## src/rtl/stamp_conv_sched.sv

```systemverilog
// Round-robin scheduler that time-shares one combinational BCD-date -> Unix-stamp converter between two requesters.
// Optional operand validation and the rsp_err port are enabled by defining STAMP_BCD_CHECK_EN.
module stamp_conv_sched #(
  parameter  int unsigned SETTLE_CYCLES = 4,
  localparam int unsigned TIME_W        = 56,
  localparam int unsigned STAMP_W       = 64
) (
  input  logic               clk,
  input  logic               rst,
  input  logic               req0_valid,
  input  logic [TIME_W-1:0]  req0_time,
  output logic               req0_ready,
  input  logic               req1_valid,
  input  logic [TIME_W-1:0]  req1_time,
  output logic               req1_ready,
  output logic [TIME_W-1:0]  dp_time,
  input  logic [STAMP_W-1:0] dp_stamp,
  output logic               rsp_valid,
  output logic               rsp_id,
  output logic [STAMP_W-1:0] rsp_stamp,
  output logic               busy
`ifdef STAMP_BCD_CHECK_EN
  ,
  output logic               rsp_err
`endif
);

  localparam int unsigned CNT_W = 4;

  typedef enum logic [1:0] {IDLE, WAIT, RESP} state_t;

  state_t             state, state_nxt;
  logic [CNT_W-1:0]   cnt;
  logic               last_grant;
  logic               grant0, grant1;

  // Next-state and handshake decode; on a tie the port not served last wins.
  always_comb begin
    state_nxt  = state;
    req0_ready = 1'b0;
    req1_ready = 1'b0;
    grant1     = req1_valid & (~req0_valid | ~last_grant);
    grant0     = req0_valid & ~grant1;
    case (state)
      IDLE: begin
        req0_ready = grant0;
        req1_ready = grant1;
        if (grant0 | grant1) state_nxt = WAIT;
      end
      WAIT:    if (cnt == '0) state_nxt = RESP;
      RESP:    state_nxt = IDLE;
      default: state_nxt = IDLE;
    endcase
  end

  always_ff @(posedge clk or posedge rst) begin
    if (rst) state <= IDLE;
    else     state <= state_nxt;
  end

`ifdef STAMP_BCD_CHECK_EN
  logic op_err;

  function automatic logic bcd_ok(input logic [TIME_W-1:0] t);
    logic ok;
    ok = 1'b1;
    for (int i = 0; i < int'(TIME_W / 4); i++)
      if (t[i*4 +: 4] > 4'd9) ok = 1'b0;
    if (t[39:32] < 8'h01 || t[39:32] > 8'h12) ok = 1'b0;
    if (t[31:24] < 8'h01 || t[31:24] > 8'h31) ok = 1'b0;
    if (t[23:16] > 8'h23) ok = 1'b0;
    if (t[15:8]  > 8'h59) ok = 1'b0;
    if (t[7:0]   > 8'h59) ok = 1'b0;
    return ok;
  endfunction
`endif

  // Operand capture, settle countdown and response capture.
  always_ff @(posedge clk or posedge rst) begin
    if (rst) begin
      dp_time    <= '0;
      rsp_valid  <= 1'b0;
      rsp_id     <= 1'b0;
      rsp_stamp  <= '0;
      cnt        <= '0;
      last_grant <= 1'b1;
      busy       <= 1'b0;
`ifdef STAMP_BCD_CHECK_EN
      op_err     <= 1'b0;
      rsp_err    <= 1'b0;
`endif
    end else begin
      busy      <= (state_nxt != IDLE);
      rsp_valid <= 1'b0;
      case (state)
        IDLE: begin
          if (req0_ready | req1_ready) begin
            dp_time    <= req1_ready ? req1_time : req0_time;
            rsp_id     <= req1_ready;
            last_grant <= req1_ready;
            cnt        <= CNT_W'(SETTLE_CYCLES - 1);
`ifdef STAMP_BCD_CHECK_EN
            op_err     <= ~bcd_ok(req1_ready ? req1_time : req0_time);
`endif
          end
        end
        WAIT: begin
          if (cnt == '0) begin
            rsp_valid <= 1'b1;
`ifdef STAMP_BCD_CHECK_EN
            rsp_stamp <= op_err ? '0 : dp_stamp;
            rsp_err   <= op_err;
`else
            rsp_stamp <= dp_stamp;
`endif
          end else begin
            cnt <= cnt - CNT_W'(1);
          end
        end
        default: ;
      endcase
    end
  end

endmodule

```

## config.mk

```make
export PLATFORM = sky130hd
export DESIGN_NAME = stamp_conv_sched
export DESIGN_NICKNAME = d
export VERILOG_FILES = /design/src/rtl/stamp_conv_sched.sv
export SDC_FILE = /design/constraint.sdc
export NUM_CORES = 1
export LEC_CHECK = 0
export ABC_AREA = 1
export BUFFER_PORTS_ARGS = -buffer_cell sky130_fd_sc_hd__buf_2
export CORE_AREA = 5 5 125 127
export CTS_CLUSTER_SIZE = 24
export DETAILED_ROUTE_END_ITERATION = 16
export DIE_AREA = 0 0 130 132
export PLACE_DENSITY = 0.77
export SLEW_MARGIN = 25
export SYNTH_ARGS = -nofsm -noshare
export SYNTH_HDL_FRONTEND = slang
export SYNTH_SLANG_ARGS = --single-unit
```

## constraint.sdc

```tcl
create_clock -name clk -period 4.8 [get_ports clk]
set_clock_uncertainty 0.15 [all_clocks]
set_input_delay 0.48 -clock clk [delete_from_list [all_inputs] [get_ports clk]]
set_output_delay 0.48 -clock clk [all_outputs]
set_load 0.01 [all_outputs]
```

==> results of run 1 <==
## worst reg2reg max path: cells and delay by family, from the launching register on
| kind | cells | cell delay (ns) |
|---|---|---|
| DFF | 1 | 0.42 |
| and+or+nand+nor | 4 | 0.73 |
| buffers and inverters | 2 | 1.17 |
## layer usage
layer | routed length, microns | vias up
li1 | - | 3267
met1 | 7610 | 2928
met2 | 9530 | 279
met3 | 1540 | 48
met4 | 690 | 0
met5 | 0 | -
## layout by cell type (no fill, tap or decap), types with 2 or more instances in the layout
master                      count
sky130_fd_sc_hd__dfrtp_1      129
sky130_fd_sc_hd__clkinv_1      10
sky130_fd_sc_hd__buf_4          6
sky130_fd_sc_hd__clkbuf_16     17
sky130_fd_sc_hd__clkbuf_1       4
sky130_fd_sc_hd__buf_2        304
sky130_fd_sc_hd__nor2_1         3
sky130_fd_sc_hd__ha_1           2
sky130_fd_sc_hd__clkbuf_8       2
sky130_fd_sc_hd__nand2_1      428
sky130_fd_sc_hd__nor2_4         3
sky130_fd_sc_hd__bufinv_16      2
sky130_fd_sc_hd__o21ai_0       57
sky130_fd_sc_hd__clkinv_2       5
sky130_fd_sc_hd__inv_1        163
sky130_fd_sc_hd__nor2_2         2
sky130_fd_sc_hd__o21ai_1        8
sky130_fd_sc_hd__nand3_1       60
## layout make-up
class,instances,share of cell area
sequential,130,0.374
multi-input combinational,570,0.274
timing repair buffer,311,0.183
inverter,176,0.0764
clock buffer,23,0.0538
tap,184,0.0265
clock inverter,9,0.0121
antenna,1,0.000288
## through the flow
stage	area (sq um)	power, uW	hold WS (ns)	setup WS, ns
after floorplan	6570	3400	0.293	0.702
after global placement	8110	4240	0.309	2.24
after detailed placement	8110	4310	0.310	2.32
after CTS	8690	5590	0.101	2.00
after global routing	8690	5970	0.0950	1.85
final	8690	5530	0.0944	2.02
## report_power, final
group | leakage [uW] | total, uW | switching, uW | internal, uW
Clock | 0.000281 | 1250 | 461 | 791
Combinational | 0.00373 | 2360 | 1530 | 825
Sequential | 0.00160 | 1920 | 281 | 1640
## logic make-up after synthesis
logic type	after synthesis	share of synthesized area
buffers and inverters	228	0.146
xor gates and xnor gates	1	0.00133
adders and majority gates	2	0.00381
and+or+nand+nor	500	0.302
AOI/OAI and AO/OA	67	0.0516
DFF	130	0.496
## worst min-delay path by stage
| stage | to | cells after the start | startpoint |
|---|---|---|---|
| 4_1_cts | rsp_stamp[12]$_DFFE_PP0P_ | 3 | dp_stamp[12] |
| 5_1_grt | rsp_stamp[13]$_DFFE_PP0P_ | 3 | dp_stamp[13] |
| 3_3_place_gp | last_grant$_DFFE_PP1P_ | 2 | last_grant$_DFFE_PP1P_ |
| 6_report | rsp_stamp[45]$_DFFE_PP0P_ | 3 | rst |
| 2_1_floorplan | last_grant$_DFFE_PP1P_ | 2 | last_grant$_DFFE_PP1P_ |
| 3_5_place_dp | dp_time[8]$_DFFE_PP0P_ | 2 | dp_time[8]$_DFFE_PP0P_ |
## flip-flops by register name, summed over array words and instances, names as in the netlist
register	flops
rsp_id	1
rsp_stamp	64
last_grant	1
rsp_valid	1
cnt	4
busy	1
dp_time	56
state	2
==> reports/summary.log, run 1 <==
INFO  critical_path  cp_num_buf_inv=2
INFO  critical_path  slowest_stage=sky130_fd_sc_hd__nand3_2
INFO  timing         finalMaxSlewViolations=0
INFO  critical_path  cp-start-kind=flop
INFO  drt            drt.antenna.violating_nets=0
INFO  timing         post-route-period-util=0.579
INFO  synthesis      synth_cell_types=26
INFO  synthesis      synth-seq-cells=130
INFO  cts            tritoncts=done
INFO  timing         grt_setup_unrepaired=no
INFO  timing         highest_clock_frequency_the_design_can_meet=360MHz
INFO  synthesis      async_set_or_reset_register_ratio_after_synthesis=1.00
INFO  floorplan      die_area=17200squm
INFO  drt            vias_per_cell=4.65
INFO  drt            routed_wl=19.4mm
INFO  critical_path  critical_path_peak_fanout=37
INFO  critical_path  max_stage_delay=0.70ns
INFO  floorplan      core.rowCount=44
INFO  critical_path  crit_type=reg -> out
INFO  critical_path  critical_path.cell_chain=nor2_2 > nand3_2 > inv_1 > buf_2
INFO  synthesis      avgSynthCellArea=7.08squm
INFO  place          placement.io_buffers=304
INFO  global_route   grt_util_met3=0.0624
INFO  synthesis      yosys.area.top_type=sky130_fd_sc_hd__dfrtp_1
INFO  synthesis      synth_ff_type=sky130_fd_sc_hd__dfrtp_1
INFO  synthesis      synth_seq_area_share=0.496
INFO  floorplan      floorplan.die.height=132microns
INFO  timing         report.final.hold_viol_count=0
INFO  cts            clock_transition_at_the_registers_of_the_reported_paths=0.06ns
INFO  floorplan      floorplan.initialDensity=0.459
INFO  drt            drt_pre_antenna_iters=5
INFO  drt            wire_per_inst=13.8microns
INFO  timing         setup_viol=0
INFO  critical_path  cp.arrival=2.15ns
INFO  cts            htree_num_levels=4
INFO  synthesis      top_cells_by_instance_count_after_synthesis=sky130_fd_sc_hd__nand2_1, sky130_fd_sc_hd__inv_1, sky130_fd_sc_hd__dfrtp_1
INFO  critical_path  endpoint_of_the_worst_setup_timing_path=req1_ready
INFO  timing         timing_worst_slew_pin_value=0.840ns
INFO  critical_path  end_kind=output port
INFO  place          gp_routability_congestion=0.873
INFO  timing         max_transition_margin=0.439
INFO  critical_path  worst_r2r_endpoint=rsp_stamp[52]$_DFFE_PP0P_
INFO  synthesis      netlist_instances=928
INFO  synthesis      synth.most_common_cell=sky130_fd_sc_hd__nand2_1
INFO  synthesis      synth_edf_count=0
INFO  drt            vias=6522
INFO  status         result_of_the_run=finished, final reports clean
INFO  global_route   gr-usage-all-layers=0.226
INFO  finish         final_instance_count_without_filler_cells=1404
INFO  floorplan      pin_count=305
INFO  global_route   busiest_layer=met2
INFO  timing         setup_tns_final=0ns
INFO  critical_path  worstReg2RegStart=state[1]$_DFF_PP0_
INFO  place          detailedPlacementHpwl=13.6mm
INFO  timing         period_needed=2.78ns
INFO  synthesis      yosys_warnings=0
INFO  drt            drc_errors=0
INFO  cts            post_cts.resized_instances=0
INFO  global_route   gr-usage-met2=0.363
INFO  global_route   grt_pass1_wl=31.1mm
INFO  power_and_ir_drop ir_drop=0.302mV
INFO  critical_path  timing.critical_path.depth=4
INFO  critical_path  reg2reg_setup_slack=2.26ns
INFO  cts            cts_made_buffers=17
INFO  synthesis      post_synth_main_area_contributors=sky130_fd_sc_hd__dfrtp_1, sky130_fd_sc_hd__nand2_1, sky130_fd_sc_hd__inv_1
INFO  global_route   antenna_found_initial=1
INFO  place          dpl.cell_count=1371
INFO  cts            cts-root-to-sink-buffers=2
INFO  finish         drive_above_1_share=0.289
INFO  cts            cts_hold_buffers=0
INFO  synthesis      synth_area=6570squm
INFO  cts            clk_latency=0.40ns
INFO  global_route   grt_use_met1=0.283
INFO  power_and_ir_drop p_leak=0.00561uW
INFO  synthesis      postSynthNetCount=1110
INFO  critical_path  path_delay_family=simple AND/OR/NAND/NOR gates
INFO  worst_hold_path worstHoldPathType=in -> async
INFO  cts            cts_root_buf=sky130_fd_sc_hd__clkbuf_16
INFO  cts            cts_setup_buffers=0
INFO  finish         finish.net_count=1388
INFO  finish         flow.area_growth_from_synthesis=32.3%
INFO  cts            clock-sinks=130
INFO  critical_path  worstSetupStartpoint=state[1]$_DFF_PP0_
INFO  critical_path  count_of_cells_along_the_worst_register_to_register_path=6
INFO  global_route   largest_net_degree_at_the_start_of_global_routing=131
INFO  finish         layout.area.seq=3250squm
INFO  drt            drtIter0Drc=468
INFO  floorplan      die_width=130microns
INFO  run            drv.max_cap_violation_count=0
INFO  finish         final_util=0.607
INFO  synthesis      synth_top_area_frac=0.492
INFO  finish         footprint_of_the_multi_input_gates=2380squm
INFO  finish         fillerInstances=1376
INFO  floorplan      placeable_core_area=14300squm
INFO  critical_path  critPathRequiredTime=4.17ns
INFO  global_route   first_global_vias=6263
INFO  power_and_ir_drop power-per-cell-area=637nW/um^2
INFO  global_route   globalRoute.totalOverflow=0
No activity file was read; power rests on OpenSTA's default activity.
==> run 2, diff against run 1 <==
--- a/config.mk
+++ b/config.mk
@@ -5,13 +5,13 @@
 export SDC_FILE = /design/constraint.sdc
 export NUM_CORES = 1
 export LEC_CHECK = 0
-export ABC_AREA = 1
+export ABC_AREA = 0
 export BUFFER_PORTS_ARGS = -buffer_cell sky130_fd_sc_hd__buf_2
-export CORE_AREA = 5 5 125 127
+export CORE_AREA = 5 5 126 128
 export CTS_CLUSTER_SIZE = 24
 export DETAILED_ROUTE_END_ITERATION = 16
-export DIE_AREA = 0 0 130 132
-export PLACE_DENSITY = 0.77
+export DIE_AREA = 0 0 131 133
+export PLACE_DENSITY = 0.73
 export SLEW_MARGIN = 25
 export SYNTH_ARGS = -nofsm -noshare
 export SYNTH_HDL_FRONTEND = slang
==> constraint.sdc (replaced) <==
create_clock -name clk -period 2.3 [get_ports clk]
set_clock_uncertainty 0.15 [all_clocks]
set_input_delay 0.23 -clock clk [delete_from_list [all_inputs] [get_ports clk]]
set_output_delay 0.23 -clock clk [all_outputs]
set_load 0.01 [all_outputs]
==> reports/summary.log, run 2 <==
INFO  status         result_of_the_run=finished, final reports clean
INFO  timing         post-route-worst-setup-slack=0.0946ns
INFO  synthesis      synth.most_common_cell=sky130_fd_sc_hd__dfrtp_1
INFO  floorplan      core.rowCount=45
INFO  finish         layout.cells.most_common_list=sky130_fd_sc_hd__buf_2, sky130_fd_sc_hd__dfrtp_1, sky130_fd_sc_hd__dlygate4sd3_1
INFO  synthesis      avgSynthCellArea=15.1squm
INFO  finish         largest-register=rsp_stamp
INFO  floorplan      die_area=17400squm
INFO  synthesis      synth_edf_count=0
INFO  finish         largest_reg_flops=64
INFO  synthesis      postSynthNetCount=569
INFO  timing         setup_tns_final=0ns
INFO  floorplan      placeable_core_area=14800squm
INFO  floorplan      floorplan.initialDensity=0.396
INFO  place          placement.io_buffers=304
INFO  critical_path  reg2reg_setup_slack=0.09ns
INFO  finish         antenna_cells=0
INFO  critical_path  critPathRequiredTime=2.43ns
INFO  synthesis      synth_cell_types=37
INFO  drt            drt_pre_antenna_iters=5
INFO  floorplan      pin_count=305
INFO  worst_hold_path hold_depth=3
INFO  critical_path  cp-start-kind=flop
INFO  global_route   grt_pass1_wl=31.4mm
INFO  global_route   globalRoute.totalOverflow=0
INFO  drt            vias=5395
INFO  synthesis      synth_seq_area_share=0.557
INFO  timing         grt_setup_unrepaired=no
INFO  drt            routed_wl=20.7mm
INFO  power_and_ir_drop p_leak=0.00428uW
INFO  timing         max_transition_margin=0.587
INFO  power_and_ir_drop power-per-cell-area=1270nW/um^2
INFO  run            drv.max_cap_violation_count=0
INFO  drt            drtIter0Drc=263
INFO  synthesis      post_synth_main_area_contributors=sky130_fd_sc_hd__dfrtp_1, sky130_fd_sc_hd__mux2_4, sky130_fd_sc_hd__nand4b_1
INFO  global_route   largest_net_degree_at_the_start_of_global_routing=82
INFO  synthesis      synth-seq-cells=130
INFO  critical_path  cp.arrival=2.34ns
INFO  synthesis      top_cells_by_instance_count_after_synthesis=sky130_fd_sc_hd__dfrtp_1, sky130_fd_sc_hd__nand4b_1, sky130_fd_sc_hd__mux2_4
INFO  worst_hold_path hold_end=dp_time[3]$_DFFE_PP0P_
INFO  drt            wire_per_inst=20.5microns
INFO  floorplan      die_width=131microns
INFO  global_route   first_global_vias=5887
INFO  critical_path  end_kind=flop
INFO  power_and_ir_drop ir_drop=0.677mV
INFO  timing         period_needed=2.21ns
INFO  cts            htree_num_levels=4
INFO  synthesis      yosys_warnings=0
INFO  place          gp_routability_congestion=0.799
INFO  synthesis      netlist_instances=387
INFO  finish         flow.area_growth_from_synthesis=59.1%
INFO  critical_path  crit_type=reg -> reg
INFO  cts            clock_transition_at_the_registers_of_the_reported_paths=0.06ns
INFO  worst_hold_path worstHoldPathType=in -> reg
INFO  cts            cts_root_buf=sky130_fd_sc_hd__clkbuf_16
INFO  timing         highest_clock_frequency_the_design_can_meet=453MHz
INFO  cts            clk_latency=0.41ns
INFO  drt            drc_errors=0
INFO  drt            vias_per_cell=5.34
INFO  cts            clock-sinks=130
INFO  global_route   antenna_found_initial=1
INFO  timing         post-route-period-util=0.959
INFO  critical_path  worst_r2r_endpoint=rsp_stamp[31]$_DFFE_PP0P_
INFO  synthesis      synth_area=5840squm
INFO  synthesis      synth_top_area_frac=0.553
INFO  finish         drive_above_1_share=0.562
INFO  synthesis      yosys.area.top_type=sky130_fd_sc_hd__dfrtp_1
INFO  cts            cts_made_buffers=17
INFO  critical_path  count_of_cells_along_the_worst_register_to_register_path=7
INFO  worst_hold_path worstHoldStart=req1_time[3]
INFO  cts            cts-root-to-sink-buffers=2
INFO  global_route   gr-usage-all-layers=0.230
INFO  cts            tritoncts=done
INFO  finish         largest_regs=rsp_stamp: 64 flops, dp_time: 56 flops, cnt: 4 flops
INFO  finish         finish.net_count=992
INFO  critical_path  critical_path_peak_fanout=13
INFO  critical_path  worstReg2RegStart=cnt[0]$_DFFE_PP0P_
INFO  finish         most_frequent_standard_cell_in_the_layout_excluding_fill_and_tap_cells=sky130_fd_sc_hd__buf_2
INFO  timing         setup_viol=0
INFO  synthesis      async_set_or_reset_register_ratio_after_synthesis=1.00
INFO  drt            drt.antenna.violating_nets=0
INFO  place          post-place-ws=0.0424ns
INFO  place          detailedPlacementHpwl=12.8mm
INFO  timing         timing_worst_slew_pin_value=0.620ns
INFO  timing         finalMaxSlewViolations=0
INFO  floorplan      floorplan.die.height=133microns
INFO  synthesis      synth_ff_type=sky130_fd_sc_hd__dfrtp_1
INFO  finish         fillerInstances=1056
INFO  timing         report.final.hold_viol_count=0
run 2: cell families (layout without fill, tap and decap cells):
logic type,count (synthesis),count (layout),share of synthesized area
mux,64,64,0.155
simple gates,80,80,0.110
fa+ha+maj,2,2,0.00428
flops,130,130,0.557
compound gates,66,66,0.121
buf+inv,45,480,0.0529
run 2: how the worst max path moves through the flow:
stage	startpoint	endpoint	slack, ns	depth (start not counted)
floorplan	cnt[0]$_DFFE_PP0P_	rsp_stamp[0]$_DFFE_PP0P_	0.28	7
global placement	cnt[0]$_DFFE_PP0P_	rsp_stamp[52]$_DFFE_PP0P_	0.12	7
detailed placement	cnt[0]$_DFFE_PP0P_	rsp_stamp[8]$_DFFE_PP0P_	0.04	7
CTS	cnt[0]$_DFFE_PP0P_	rsp_stamp[13]$_DFFE_PP0P_	0.02	7
global route	state[1]$_DFF_PP0_	req1_ready	0.01	4
finish	cnt[0]$_DFFE_PP0P_	rsp_stamp[31]$_DFFE_PP0P_	0.09	7
run 2: cell type report:
cell class	instances	area [sq um]	area share
Multi-Input combinational cell	212	2290	0.246
Sequential cell	130	3250	0.350
Inverter	5	22.5	0.00242
Clock buffer	21	470	0.0506
Clock inverter	10	61.3	0.00660
Timing Repair Buffer	444	2960	0.319
Tap cell	188	235	0.0253
run 2: timing repair:
item,CTS,global route
hold buffers,122,0
endpoints found under the hold margin,250,0
buffers inserted,0,1
gates resized for setup,1,0
pin swaps,0,1
cloned,0,1
setup endpoints to repair,1,43
run 2: where the power goes:
group	internal (uW)	switching (uW)
logic	2780	2450
clock network	1450	978
registers	3450	738
total	7680	4170
run 2: through the flow:
step                hold WS, ns  area [sq um]  std cells   util  power (uW)
floorplan                 0.143          5840        387      -        7270
global placement          0.213          7510        855  0.509        8950
detailed placement        0.215          7510        855  0.509        9170
CTS                    0.000170          9260       1008  0.628       11800
global route             0.0113          9300       1010  0.630       12500
finish                   0.0227          9300       1010  0.630       11800
run 2: worst max-delay path, cell delays in order (launching register included):
cell and delay [ns]:
sky130_fd_sc_hd__dfrtp_1 0.40, sky130_fd_sc_hd__inv_1 0.09, sky130_fd_sc_hd__ha_1 0.20, sky130_fd_sc_hd__or3b_4 0.44
sky130_fd_sc_hd__nor2_4 0.13, sky130_fd_sc_hd__buf_12 0.16, sky130_fd_sc_hd__buf_4 0.19, sky130_fd_sc_hd__mux2_4 0.33
run 2: layer usage:
layer / wire length (microns) / vias up / track usage
li1: - / 2360 / -
met1: 7940 / 2658 / 0.273
met5: 0 / - / 0
met4: 654 / 0 / 0.102
met3: 2070 / 57 / 0.0739
met2: 10000 / 320 / 0.377
==> run 3, diff against run 2 <==
--- a/config.mk
+++ b/config.mk
@@ -7,10 +7,10 @@
 export LEC_CHECK = 0
 export ABC_AREA = 0
 export BUFFER_PORTS_ARGS = -buffer_cell sky130_fd_sc_hd__buf_2
-export CORE_AREA = 5 5 126 128
+export CORE_AREA = 2 2 123 125
 export CTS_CLUSTER_SIZE = 24
 export DETAILED_ROUTE_END_ITERATION = 16
-export DIE_AREA = 0 0 131 133
+export DIE_AREA = 0 0 125 127
 export PLACE_DENSITY = 0.73
 export SLEW_MARGIN = 25
 export SYNTH_ARGS = -nofsm -noshare
==> reports/summary.log, run 3 (synthesis results as in run 2) <==
INFO  status         result_of_the_run=finished, final reports clean
INFO  critical_path  end_kind=flop
INFO  critical_path  cp-start-kind=flop
INFO  critical_path  count_of_cells_along_the_worst_register_to_register_path=7
INFO  timing         report.final.hold_viol_count=0
INFO  floorplan      die_width=125microns
INFO  cts            clk_latency=0.42ns
INFO  critical_path  crit_type=reg -> reg
INFO  global_route   grt_pass1_wl=31.6mm
INFO  cts            htree_num_levels=4
INFO  timing         timing.hold.ws=0.0167ns
INFO  finish         largest_regs=rsp_stamp: 64 flops, dp_time: 56 flops, cnt: 4 flops
INFO  power_and_ir_drop power-per-cell-area=1320nW/um^2
INFO  timing         post-route-period-util=0.961
INFO  cts            tritoncts=done
INFO  global_route   first_global_vias=5746
INFO  timing         timing_worst_slew_pin_value=0.725ns
INFO  global_route   gr-usage-all-layers=0.254
INFO  floorplan      placeable_core_area=14400squm
INFO  finish         layout.cells.most_common_list=sky130_fd_sc_hd__buf_2, sky130_fd_sc_hd__dfrtp_1, sky130_fd_sc_hd__dlygate4sd3_1
INFO  drt            drt_pre_antenna_iters=5
INFO  worst_hold_path worstHoldPathType=in -> reg
INFO  cts            cts-root-to-sink-buffers=2
INFO  drt            vias=5475
INFO  place          dpl.cell_count=850
INFO  timing         highest_clock_frequency_the_design_can_meet=453MHz
INFO  run            drv.max_cap_violation_count=0
INFO  finish         largest-register=rsp_stamp
INFO  timing         finalMaxSlewViolations=0
INFO  cts            cts_root_buf=sky130_fd_sc_hd__clkbuf_16
INFO  finish         largest_reg_flops=64
INFO  worst_hold_path hold_end=dp_time[0]$_DFFE_PP0P_
INFO  global_route   globalRoute.totalOverflow=0
INFO  finish         final_instance_count_without_filler_cells=1012
INFO  place          placement.io_buffers=304
INFO  finish         most_frequent_standard_cell_in_the_layout_excluding_fill_and_tap_cells=sky130_fd_sc_hd__buf_2
INFO  power_and_ir_drop ir_drop=0.589mV
INFO  timing         period_needed=2.21ns
INFO  drt            vias_per_cell=5.41
INFO  critical_path  worstReg2RegStart=cnt[0]$_DFFE_PP0P_
INFO  cts            clock-sinks=130
INFO  floorplan      floorplan.initialDensity=0.405
INFO  worst_hold_path worstHoldStart=req1_time[0]
INFO  critical_path  critPathRequiredTime=2.45ns
INFO  power_and_ir_drop p_leak=0.00437uW
INFO  cts            clock_transition_at_the_registers_of_the_reported_paths=0.06ns
INFO  global_route   largest_net_degree_at_the_start_of_global_routing=74
INFO  floorplan      pin_count=305
INFO  drt            drc_errors=0
INFO  critical_path  cp.arrival=2.36ns
INFO  drt            wire_per_inst=20.7microns
INFO  worst_hold_path hold_depth=3
INFO  floorplan      core.rowCount=44
INFO  finish         finish.net_count=996
INFO  place          gp_routability_congestion=0.851
INFO  critical_path  reg2reg_setup_slack=0.09ns
INFO  timing         grt_setup_unrepaired=no
INFO  global_route   antenna_found_initial=1
INFO  place          detailedPlacementHpwl=12.4mm
INFO  floorplan      die_area=15900squm
INFO  critical_path  critical_path_peak_fanout=13
INFO  timing         setup_tns_final=0ns
INFO  timing         max_transition_margin=0.517
INFO  finish         drive_above_1_share=0.561
INFO  timing         setup_viol=0
INFO  cts            cts_made_buffers=17
INFO  drt            drtIter0Drc=359
INFO  drt            drt.antenna.violating_nets=0
INFO  floorplan      floorplan.die.height=127microns
INFO  finish         flow.area_growth_from_synthesis=62.1%
INFO  critical_path  worst_r2r_endpoint=rsp_stamp[14]$_DFFE_PP0P_
INFO  drt            routed_wl=21.0mm
[run 3: cell types whose count changed in the layout (fill, tap and decap cells not counted), sizes merged]
| cell | change |
|---|---|
| bufinv | +5 |
| clkinv | -3 |
| dlygate4sd3 | +3 |
| clkinvlp | -2 |
| inv | +2 |
| and2 | +1 |
| clkbuf | -1 |
| diode | +1 |
[run 3: power breakdown]
group          switching, uW  leakage (uW)  internal (uW)
combinational           2480       0.00257           2820
clock                   1030      0.000321           1990
sequential               768       0.00148           3450
total                   4280       0.00437           8260
[run 3: worst max path at each step]
stage	start	to	slack [ns]	cells past startpoint
after floorplan	cnt[0]$_DFFE_PP0P_	rsp_stamp[0]$_DFFE_PP0P_	0.28	7
after global placement	cnt[0]$_DFFE_PP0P_	rsp_stamp[33]$_DFFE_PP0P_	0.12	7
after detailed placement	cnt[0]$_DFFE_PP0P_	rsp_stamp[30]$_DFFE_PP0P_	0.03	7
after CTS	cnt[0]$_DFFE_PP0P_	rsp_stamp[14]$_DFFE_PP0P_	0.02	7
after global routing	cnt[0]$_DFFE_PP0P_	rsp_stamp[14]$_DFFE_PP0P_	0.03	7
final	cnt[0]$_DFFE_PP0P_	rsp_stamp[14]$_DFFE_PP0P_	0.09	7
[run 3: final cells by class]
type,count,area (sq um)
Antenna cell,1,2.50
Clock buffer,20,457
Clock inverter,12,203
Fill cell,1008,4950
Inverter,5,22.5
Multi-Input combinational cell,213,2300
Sequential cell,130,3250
Tap cell,184,230
Timing Repair Buffer,447,3000
[run 3: layer usage]
layer | vias to the layer above | wire length (microns) | GRT usage
li1 | 2378 | - | -
met5 | - | 0 | 0
met4 | 0 | 449 | 0.0928
met2 | 308 | 10800 | 0.452
met1 | 2754 | 8090 | 0.290
met3 | 35 | 1670 | 0.0775
[run 3: repair_timing]
item                                    CTS  global route
setup buffers                             0             2
hold buffers                            125             0
endpoints found under the hold margin   250             0
endpoints found under the setup margin    0            46
resized for setup                         0             1
[run 3: critical path: stages (launching register included)]
cell                      delay, ns
sky130_fd_sc_hd__dfrtp_1       0.40
sky130_fd_sc_hd__inv_1         0.09
sky130_fd_sc_hd__ha_1          0.19
sky130_fd_sc_hd__or3b_4        0.42
sky130_fd_sc_hd__nor2_4        0.13
sky130_fd_sc_hd__buf_12        0.17
sky130_fd_sc_hd__buf_4         0.19
sky130_fd_sc_hd__mux2_2        0.36
[run 3: metrics by stage]
step                setup WS (ns)  cell area [sq um]  total power (uW)  utilization
finish                     0.0908               9470             12500        0.657
global route               0.0252               9470             13100        0.657
CTS                        0.0195               9420             12400        0.653
detailed placement         0.0343               7510              9080        0.520
global placement            0.123               7510              8890        0.520
floorplan                   0.279               5840              7270            -
